$ cat src/rtl/mem_port_arbiter_pkg.sv
// Shared types and constants for the IF/ME memory port arbiter.
package mem_port_arbiter_pkg;

    typedef enum logic [1:0] {
        IDLE  = 2'd0,
        ISSUE = 2'd1,
        WAIT  = 2'd2,
        RESP  = 2'd3
    } arb_state_e;

    localparam logic REQ_IF = 1'b0;
    localparam logic REQ_ME = 1'b1;

    localparam int STARVE_W = 4;

endpackage

$ cat src/rtl/mem_port_arbiter.sv
// Single-port memory arbiter shared by the IF and ME stages; freezes the
// pipeline until every active request has completed once.
module mem_port_arbiter
    import mem_port_arbiter_pkg::*;
#(
    parameter int ADDR_W     = 10,
    parameter int STARVE_MAX = 4
) (
    input  logic              clk,
    input  logic              rst,
    input  logic              if_req,
    input  logic [31:0]       if_addr,
    output logic              if_ready,
    output logic [31:0]       if_rdata,
    input  logic              me_req,
    input  logic              me_we,
    input  logic [31:0]       me_addr,
    input  logic [31:0]       me_wdata,
    output logic              me_ready,
    output logic [31:0]       me_rdata,
    output logic              mem_req,
    output logic              mem_we,
    output logic [ADDR_W-1:0] mem_addr,
    output logic [31:0]       mem_wdata,
    input  logic              mem_gnt,
    input  logic              mem_rvalid,
    input  logic [31:0]       mem_rdata,
    output logic              stall
);

    localparam logic [STARVE_W-1:0] STARVE_LIM = STARVE_W'(STARVE_MAX);

    arb_state_e          state_q, state_d;
    logic                winner_q, winner_d;
    logic                mem_we_q, mem_we_d;
    logic [ADDR_W-1:0]   mem_addr_q, mem_addr_d;
    logic [31:0]         mem_wdata_q, mem_wdata_d;
    logic                if_done_q, if_done_d;
    logic                me_done_q, me_done_d;
    logic [STARVE_W-1:0] starve_q, starve_d;
    logic [31:0]         if_rdata_q, if_rdata_d;
    logic [31:0]         me_rdata_q, me_rdata_d;

    logic if_elig, me_elig, grant_me;
    logic if_done_set, me_done_set;
    logic unused_addr_bits;

    assign unused_addr_bits = ^{if_addr[31:ADDR_W+2], if_addr[1:0],
                                me_addr[31:ADDR_W+2], me_addr[1:0]};

    assign if_elig = if_req & ~if_done_q;
    assign me_elig = me_req & ~me_done_q;
    assign stall   = if_elig | me_elig;

    // ME normally wins; IF takes the slot once it has been passed over STARVE_MAX times.
    always_comb begin
        grant_me = me_elig;
        if (if_elig && (starve_q == STARVE_LIM)) begin
            grant_me = 1'b0;
        end
    end

    always_comb begin
        state_d     = state_q;
        winner_d    = winner_q;
        mem_we_d    = mem_we_q;
        mem_addr_d  = mem_addr_q;
        mem_wdata_d = mem_wdata_q;
        starve_d    = starve_q;
        if_rdata_d  = if_rdata_q;
        me_rdata_d  = me_rdata_q;
        if_done_set = 1'b0;
        me_done_set = 1'b0;

        case (state_q)
            IDLE: begin
                if (if_elig || me_elig) begin
                    state_d = ISSUE;
                    if (grant_me) begin
                        winner_d    = REQ_ME;
                        mem_we_d    = me_we;
                        mem_addr_d  = me_addr[ADDR_W+1:2];
                        mem_wdata_d = me_wdata;
                        if (if_elig && (starve_q < STARVE_LIM)) begin
                            starve_d = starve_q + 1'b1;
                        end
                    end else begin
                        winner_d   = REQ_IF;
                        mem_we_d   = 1'b0;
                        mem_addr_d = if_addr[ADDR_W+1:2];
                        starve_d   = '0;
                    end
                end
            end
            ISSUE: begin
                if (mem_gnt) begin
                    state_d = WAIT;
                end
            end
            WAIT: begin
                if (mem_rvalid) begin
                    state_d = RESP;
                    if (winner_q == REQ_IF) begin
                        if_rdata_d  = mem_rdata;
                        if_done_set = 1'b1;
                    end else begin
                        if (!mem_we_q) begin
                            me_rdata_d = mem_rdata;
                        end
                        me_done_set = 1'b1;
                    end
                end
            end
            RESP: begin
                state_d = IDLE;
            end
            default: begin
                state_d = IDLE;
            end
        endcase
    end

    // A fresh completion wins over the clear so an orphaned transaction still marks done.
    always_comb begin
        if_done_d = stall ? if_done_q : 1'b0;
        me_done_d = stall ? me_done_q : 1'b0;
        if (if_done_set) begin
            if_done_d = 1'b1;
        end
        if (me_done_set) begin
            me_done_d = 1'b1;
        end
    end

    always_ff @(posedge clk) begin
        if (rst) begin
            state_q     <= IDLE;
            winner_q    <= REQ_IF;
            mem_we_q    <= 1'b0;
            mem_addr_q  <= '0;
            mem_wdata_q <= '0;
            if_done_q   <= 1'b0;
            me_done_q   <= 1'b0;
            starve_q    <= '0;
            if_rdata_q  <= '0;
            me_rdata_q  <= '0;
        end else begin
            state_q     <= state_d;
            winner_q    <= winner_d;
            mem_we_q    <= mem_we_d;
            mem_addr_q  <= mem_addr_d;
            mem_wdata_q <= mem_wdata_d;
            if_done_q   <= if_done_d;
            me_done_q   <= me_done_d;
            starve_q    <= starve_d;
            if_rdata_q  <= if_rdata_d;
            me_rdata_q  <= me_rdata_d;
        end
    end

    assign mem_req   = (state_q == ISSUE);
    assign mem_we    = mem_we_q;
    assign mem_addr  = mem_addr_q;
    assign mem_wdata = mem_wdata_q;
    assign if_ready  = (state_q == RESP) && (winner_q == REQ_IF);
    assign me_ready  = (state_q == RESP) && (winner_q == REQ_ME);
    assign if_rdata  = if_rdata_q;
    assign me_rdata  = me_rdata_q;

endmodule
$ cat config.mk
export PLATFORM = sky130hd
export DESIGN_NAME = mem_port_arbiter
export DESIGN_NICKNAME = d
export VERILOG_FILES = /design/src/rtl/mem_port_arbiter_pkg.sv /design/src/rtl/mem_port_arbiter.sv
export SDC_FILE = /design/constraint.sdc
export NUM_CORES = 1
export LEC_CHECK = 0
export ABC_AREA = 1
export ABC_CLOCK_PERIOD_IN_PS = 1710
export BUFFER_PORTS_ARGS = -buffer_cell sky130_fd_sc_hd__buf_4
export CAP_MARGIN = 20
export CORE_MARGIN = 5
export CORE_UTILIZATION = 44
export DETAILED_ROUTE_END_ITERATION = 7
export PLACE_DENSITY = 0.79
export SYNTH_ARGS = -nofsm -noshare
export SYNTH_HDL_FRONTEND = slang
export SYNTH_SLANG_ARGS = --single-unit
$ cat constraint.sdc
create_clock -name clk -period 1.71 [get_ports clk]
set_input_delay 0.171 -clock clk [delete_from_list [all_inputs] [get_ports clk]]
set_output_delay 0.171 -clock clk [all_outputs]
set_load 0.05 [all_outputs]
; Word-level counts from Yosys, hierarchy flattened
; Cells that the tools add are included.
[totals]
reg_bits = 116
in_bits = 135
out_inout_bits = 111
[op_classes]
add_sub_neg = 1
n_eq_ne = 10
bitwise_logic = 7
mux = 19
n_reduce_logical = 12
n_lt_le_gt_ge = 1
[op_table]
columns = cell, count
row1 = $mux 1, 12
row2 = $reduce_and 3->1, 4
row3 = $mux 10, 1
row4 = $mux 4, 2
row5 = $ne 2x1->1 const B, 4
row6 = $pmux 2 s4, 1
row7 = $mux 2, 3
row8 = $add 4x1->4 const B, 1
row9 = $eq 2x2->1 const B, 2
row10 = $eq 4x3->1 const B, 1
row11 = $logic_and 1x1->1, 4
row12 = $lt 4x3->1 const B, 1
row13 = $ne 2x2->1 const B, 2
row14 = $not 1->1, 4
row15 = $reduce_and 4->1, 1
row16 = $and 1x1->1, 2
row17 = $eq 2x1->1 const B, 1
row18 = $logic_not 2->1, 1
row19 = $reduce_and 2->1, 1
row20 = $logic_or 1x1->1, 1
row21 = $or 1x1->1, 1

; Longest topological paths before layout
; Gate-level depths: netlist of the first run.
[logic_depth]
word_depth = 6
mapped_depth = 11
depth_no_buf = 10

; Worst setup path after synthesis of the first run
; No wires, ideal clock.
[synth_path]
path_kind = reg2reg
start = reg state_q[1]
end = reg state_q[0]
setup_slack_ps = 336
period_less_slack_ps = 1374
t_arrival_ps = 1257
path_stages_with_launch = 8
path_buffers = 0
cell_sequence = dfxtp_1 -> inv_1 -> ha_1 -> nand2_1 -> nand3_1 -> nand2_1 -> nand2_1 -> nor2_1
[synth_between]
elab_chain_len = 3
elab_cells_between_ends = 9
classes_between = eq/ne (6) / mux (1) / reduce/logical (2)
[synth_lines]
columns = item, line
row1 = "start, declared", mem_port_arbiter.sv:33  ; arb_state_e state_q, state_d;
row2 = "start signal, assigned", mem_port_arbiter.sv:148  ; state_q <= state_d;
row3 = $eq 2x1->1 (*), -
row4 = via mem_req, mem_port_arbiter.sv:21  ; output logic mem_req,
row5 = $ne 2x1->1 (no source line), -
row6 = $reduce_and 3->1 (no source line), -
; Mark *: on every way through the listed nets, which the timed path passes. The rest lies on a longest branch.
; A chain may end at the register's enable or synchronous reset.

; Worst setup path in the final report of the first run
[layout_path]
start = reg state_q[0]
end = reg mem_addr_q[1], in the netlist mem_addr[1]
[layout_between]
elab_chain_len = 2
[layout_lines]
columns = item, line
row1 = $logic_not 2->1, mem_port_arbiter.sv:75  ; case (state_q)
row2 = $reduce_and 2->1 (no source line), -
row3 = "end signal, assigned", mem_port_arbiter.sv:151  ; mem_addr_q <= mem_addr_d;
row4 = "end, declared", mem_port_arbiter.sv:36  ; logic [ADDR_W-1:0] mem_addr_q, mem_addr_d;
; Every way passes these cells.

==> flow_summary.toml, run 1 <==
[clock_network]
cts_root_buf = "clkbuf_8"
cts_sinks = 116
cts_max_path_buffers = 2
cts_tree = "yes"
worstSkewPairLatency_ns = 0.51
cts_max_level = 4
path_clk_slew_ns = 0.05
numCtsBuffers = 17

[synthesis]
syn_avg_cell_area_sq_um = 7.51
yosysWarningCount = 0
syn_area_sq_um = 4520
postSynthNetCount = 744
synthCells = 602
seq_area_frac_synth_pct = 51.4
ys_ff_latch = 116
ys_types = 26

[finish]
multiInputGateArea_sq_um = 1940
fill_cells = 680
seq_area_sq_um = 2320
final_core_utilization_pct = 75.3
area_growth_pct = 69.7
fin_cells = 1037
num_antenna_cells = 0
design_area_sq_um = 7670
fin_nets = 1030
drive_gt1_share_pct = 29.7

[timing]
max_freq_ghz = 0.602
slew_headroom_pct = 67.7
drv_slew = 0
worstMarginPinSlew_ns = 0.485
setup_viol = 0
period_minus_slack_ns = 1.66
hold_viol_final = 0
skew_ns = 0.00752
period_share_pct = 97.2

[power]
internal-power_mw = 6.96
peakVddDrop_mv = 0.906
p_per_area_nw_per_um2 = 1490
p_clk_share_pct = 31.9
power_mw = 11.4
pwr-share-comb_pct = 37.9
p_leak_nw = 3.62
p_sw_mw = 4.47
seq_power_share_pct = 30.2
swShare_pct = 39.1

[critical_path]
worstSetupStartpointType = "flip-flop"
timing_worst_setup_path_type = "reg -> reg"
cp_top_family = "buffers and inverters"
slowest_stage = "dfxtp_1"
slowest_delay_ns = 0.36
cp_max_fo = 12
arrival_ns = 2.07
crit_chain = "inv_1 > ha_2 > inv_2 > nor2_4 > buf_12 > nor2_1 > nor2_1 > nand2_1 > inv_1"
crit_required_ns = 2.11
critical_path.endpoint_type = "flip-flop"
cp_num_buf_inv = 4

[detailed_routing]
wl_per_cell_um = 16.2
drc = 0
wirelength_mm = 16.8
drt_pass1_iterations = 6
num_vias = 5129
via_per_inst = 4.95
ant_nets = 0
first_iter_violations = 409

[global_route]
grt_pass1_vias = 5252
grt_max_degree = 70
grtUsageTotal_pct = 25.8
grt_pass1_wl_mm = 26.1
grt_overflow = 0
grt_antenna_before_repair = 0

[die]
core_area_sq_um = 10200
ioPinCount = 246
die_h_um = 111
row_count = 37
start_util_pct = 44.4
dieArea_sq_um = 12400
die_w_um = 111

[place]
portBuffers = 201
hpwl_mm = 9.60
globalplace.congestion = 0.895
place_inst = 914
post_dp_cell_area_sq_um = 6090

[run_status]
status = "finished clean"

[flow_run]
cap_violations = 0

[worst_hold_path]
hp-class = "in -> reg"
==> worst reg2reg max path, stage by stage (launching register included) <==
cell and delay, ns:
dfxtp_1 0.36, inv_1 0.11, ha_2 0.26, inv_2 0.30
nor2_4 0.08, buf_12 0.15, nor2_1 0.10, nor2_1 0.06
nand2_1 0.10, inv_1 0.04
==> timing repair <==
item                                    CTS  global route
endpoints found under the setup margin    4            85
resized for setup                         0             7
hold buffers                             86             0
setup buffers                             0             2
pin swaps                                 1             5
endpoints found under the hold margin   108             0
gates cloned                              1             2
==> flip-flops by register name (all words and copies together) (netlist names) <==
signal / flops
winner_q: 1
mem_wdata: 32
mem_we: 1
mem_addr: 10
state_q: 2
if_done_q: 1
if_rdata: 32
starve_q: 4
me_rdata: 32
me_done_q: 1
==> worst paths after layout <==
path	start	to	slack, ns	depth (start not counted)
min reg2reg	me_done_q$_SDFFE_PP0P_	me_done_q$_SDFFE_PP0P_	0.47	2
min	if_req	me_done_q$_SDFFE_PP0P_	0.04	5
max	state_q[0]$_SDFFE_PP0P_	mem_addr[1]$_SDFFE_PP0P_	0.05	9
max reg2reg	state_q[0]$_SDFFE_PP0P_	mem_addr[1]$_SDFFE_PP0P_	0.05	9
==> routing by layer <==
metal	share of wire (%)	up-vias	global-route usage (%)	routed length [um]
li1	-	2473	-	-
met1	39	2322	28.1	6460
met2	49	281	44.4	8190
met3	9.5	53	10.0	1590
met4	3.2	0	11.7	541
met5	0	-	0	0
==> cells by family after synthesis <==
logic type / count (synthesis) / share of synthesized area, %
AO/OA/AOI/OAI: 100 / 11.2
adder cells (fa/ha/maj): 7 / 1.94
flip-flops: 116 / 51.4
buffers and inverters: 68 / 6.98
AND/OR/NAND/NOR: 311 / 28.5
==> stage by stage <==
step	hold WS, ns	setup WS [ns]	TNS [ns]
3_3_place_gp	0.404	0.0928	0
6_report	0.0353	0.0487	0
2_1_floorplan	0.306	0.336	0
4_1_cts	0.0104	0.00321	0
3_5_place_dp	0.408	0.0254	0
5_1_grt	0.0610	-0.0521	-0.0521
==> cells in the final DEF, fill, tap and decap left out, types with 16 or more instances in the layout <==
| master | n |
|---|---|
| a21oi_1 | 35 |
| buf_4 | 209 |
| clkbuf_16 | 16 |
| dfxtp_1 | 115 |
| dlygate4sd3_1 | 86 |
| inv_1 | 26 |
| nand2_1 | 117 |
| nand3_1 | 21 |
| nor2_1 | 158 |
| o21ai_0 | 59 |
==> power groups by stage <==
stage          clock (mW)  sequential (mW)  combinational, mW
2_1_floorplan           0             4.90               1.34
3_3_place_gp            0             3.45               3.81
3_5_place_dp            0             3.48               3.88
4_1_cts              3.70             3.43               4.09
5_1_grt              3.85             3.51               4.58
6_report             3.64             3.46               4.33
==> layout make-up <==
type	count	area share, %
clock buffers	20	5.68
inverters	34	1.73
clock inverters	12	2.33
flip-flops and latches	116	30.3
repair buffers	298	32.5
well taps	136	2.22
multi-input cells	421	25.3
==> cell usage after synthesis <==
library cell / number / area [sq um]
clkbuf_1: 14 / 52.6
inv_1: 26 / 97.6
o21ai_0: 59 / 295
nand3_4: 1 / 17.5
nand3b_1: 1 / 7.51
nand2_1: 117 / 439
nand2_2: 3 / 18.8
nand3_1: 21 / 105
buf_2: 7 / 35.0
buf_6: 1 / 11.3
a21oi_1: 35 / 175
dfxtp_1: 116 / 2320
nor2_1: 158 / 593
nor2_8: 2 / 40.0
nand2_4: 2 / 22.5
nor3_1: 2 / 10.0
nor2_4: 2 / 22.5
a21oi_2: 1 / 8.76
buf_4: 11 / 82.6
inv_4: 1 / 6.26
clkinv_1: 1 / 3.75
nor2_2: 2 / 12.5
o21ai_1: 5 / 25.0
inv_2: 6 / 22.5
buf_1: 1 / 3.75
ha_1: 7 / 87.6
Note: power is estimated with default switching activity, not from simulation.
==> run 2: changes to the inputs <==
--- a/config.mk
+++ b/config.mk
@@ -9,10 +9,12 @@
 export ABC_CLOCK_PERIOD_IN_PS = 1710
 export BUFFER_PORTS_ARGS = -buffer_cell sky130_fd_sc_hd__buf_4
 export CAP_MARGIN = 20
+export CELL_PAD_IN_SITES_DETAIL_PLACEMENT = 2
+export CELL_PAD_IN_SITES_GLOBAL_PLACEMENT = 2
 export CORE_MARGIN = 5
-export CORE_UTILIZATION = 44
+export CORE_UTILIZATION = 23
 export DETAILED_ROUTE_END_ITERATION = 7
-export PLACE_DENSITY = 0.79
+export PLACE_DENSITY_LB_ADDON = 0.1
 export SYNTH_ARGS = -nofsm -noshare
 export SYNTH_HDL_FRONTEND = slang
 export SYNTH_SLANG_ARGS = --single-unit
==> run 2 against run 1 <==
Critical path depth down 1. Count of clock-buffer cells in the layout shrank 2. First-iteration DRC count is 66% lower. Utilization shrank 39 points. Sequential share of layout area up 2.6 points. Global-route usage decreased by 10 points. Critical endpoint is now if_rdata[0]$_SDFFE_PP0P_. Largest power group unchanged.
==> flow_summary.toml, run 2 (synthesis results as in run 1) <==
[run_status]
status = "finished clean"

[die]
core_area_sq_um = 19400
row_count = 51
die_h_um = 150
ioPinCount = 246
start_util_pct = 23.3
dieArea_sq_um = 22500
die_w_um = 150

[clock_network]
numCtsBuffers = 17
cts_max_level = 4
cts_tree = "yes"
cts_max_path_buffers = 2
worstSkewPairLatency_ns = 0.41
path_clk_slew_ns = 0.06
cts_sinks = 116
cts_root_buf = "clkbuf_16"

[finish]
area_growth_pct = 56.2
design_area_sq_um = 7060
mostFrequentLayoutCells = "buf_4, nor2_1, nand2_1"
final_core_utilization_pct = 36.4
fin_nets = 963
mostFrequentLayoutCell = "buf_4"
drive_gt1_share_pct = 32.2
num_antenna_cells = 0
fin_cells = 1098

[critical_path]
crit_required_ns = 2.01
critical_path.endpoint_type = "flip-flop"
arrival_ns = 1.86
cp_max_fo = 32
worstSetupStartpointType = "flip-flop"
timing_worst_setup_path_type = "reg -> reg"

[timing]
period_share_pct = 91.4
fin_ws_ns = 0.147
fin_tns_setup_ns = 0
period_minus_slack_ns = 1.56
max_freq_ghz = 0.640
skew_ns = 0.00945
whs_ns = 0.0116
setup_viol = 0
hold_viol_final = 0
slew_headroom_pct = 73.6
rsz0062_at_grt = "no"
drv_slew = 0
worstMarginPinSlew_ns = 0.395

[global_route]
grt_pass1_wl_mm = 27.6
grtUsageTotal_pct = 15.6
grt_overflow = 0
grt_pass1_vias = 5320
grt_max_degree = 70
grt_antenna_before_repair = 0

[power]
seq_power_share_pct = 31.6
pwr-share-comb_pct = 37.9
p_leak_nw = 3.32
p_per_area_nw_per_um2 = 1540
p_sw_mw = 4.41
internal-power_mw = 6.48
p_clk_share_pct = 30.4
power_mw = 10.9
peakVddDrop_mv = 0.669
swShare_pct = 40.5

[place]
globalplace.congestion = 0.732
hpwl_mm = 12.7
place_inst = 1049
post_dp_cell_area_sq_um = 6310
portBuffers = 201
pre_cts_ws_ns = 0.0485

[detailed_routing]
ant_nets = 0
drt_pass1_iterations = 4
wl_per_cell_um = 15.9
num_vias = 4741
first_iter_violations = 141
via_per_inst = 4.32
wirelength_mm = 17.5
drc = 0

[worst_hold_path]
hp-class = "in -> reg"

[flow_run]
cap_violations = 0
-- run 2: changes by cell type in the layout (fill, tap and decap cells not counted), moves of 2 or more --
| cell | delta |
|---|---|
| ha_1 | +2 |
| dlygate4sd3_1 | -69 |
| buf_4 | +4 |
| nand2_4 | +2 |
| bufinv_16 | -3 |
| ha_2 | -2 |
| nor2_4 | -2 |
| clkbuf_1 | -2 |
| nand2_8 | -2 |
| clkinv_2 | +3 |
| clkinv_4 | +2 |
-- run 2: repair_timing --
| action | 4_1_cts | 5_1_grt |
|---|---|---|
| endpoints found under the hold margin | 17 | 0 |
| setup buffers | 0 | 1 |
| gates resized for setup | 0 | 6 |
| hold buffers | 17 | 0 |
| endpoints found under the setup margin | 0 | 63 |
-- run 2: area by class of cell --
class | instances | area, sq um
timing repair buffer | 234 | 1840
inverter | 34 | 133
clock buffer | 18 | 439
clock inverter | 13 | 113
multi-input combinational | 418 | 1890
tap | 265 | 332
sequential | 116 | 2320
fill | 2272 | 12300
-- run 2: worst paths after layout --
kind | startpoint | end | slack (ns) | cells past startpoint
setup / recovery | state_q[0]$_SDFFE_PP0P_ | if_rdata[0]$_SDFFE_PP0P_ | 0.15 | 8
setup reg to reg | state_q[0]$_SDFFE_PP0P_ | if_rdata[0]$_SDFFE_PP0P_ | 0.15 | 8
hold reg to reg | mem_wdata[11]$_SDFFE_PP0P_ | mem_wdata[11]$_SDFFE_PP0P_ | 0.47 | 2
hold / removal | mem_rdata[26] | if_rdata[26]$_SDFFE_PP0P_ | 0.01 | 3
-- run 2: worst max-delay path: stages, from the launching register on --
cell and delay (ns):
dfxtp_1 0.36, inv_1 0.10, ha_1 0.22, buf_4 0.15, nand2_1 0.09, nor2_4 0.05, buf_8 0.19, o21ai_0 0.23
nor2_1 0.06
-- run 2: metal layers --
| metal | vias up | share of wire, % | global-route usage, % |
|---|---|---|---|
| met5 | - | 0 | 0 |
| met4 | 0 | 0.66 | 3.43 |
| met3 | 9 | 8.6 | 6.65 |
| met1 | 2272 | 41 | 17.3 |
| li1 | 2326 | - | - |
| met2 | 134 | 50 | 27.7 |
-- run 2: power by group through the flow --
stage | Sequential [mW] | Combinational [mW] | Clock (mW)
CTS | 3.45 | 4.19 | 3.43
global placement | 3.47 | 4.03 | 0
finish | 3.44 | 4.13 | 3.31
detailed placement | 3.50 | 4.15 | 0
global route | 3.50 | 4.47 | 3.57
floorplan | 4.90 | 1.34 | 0
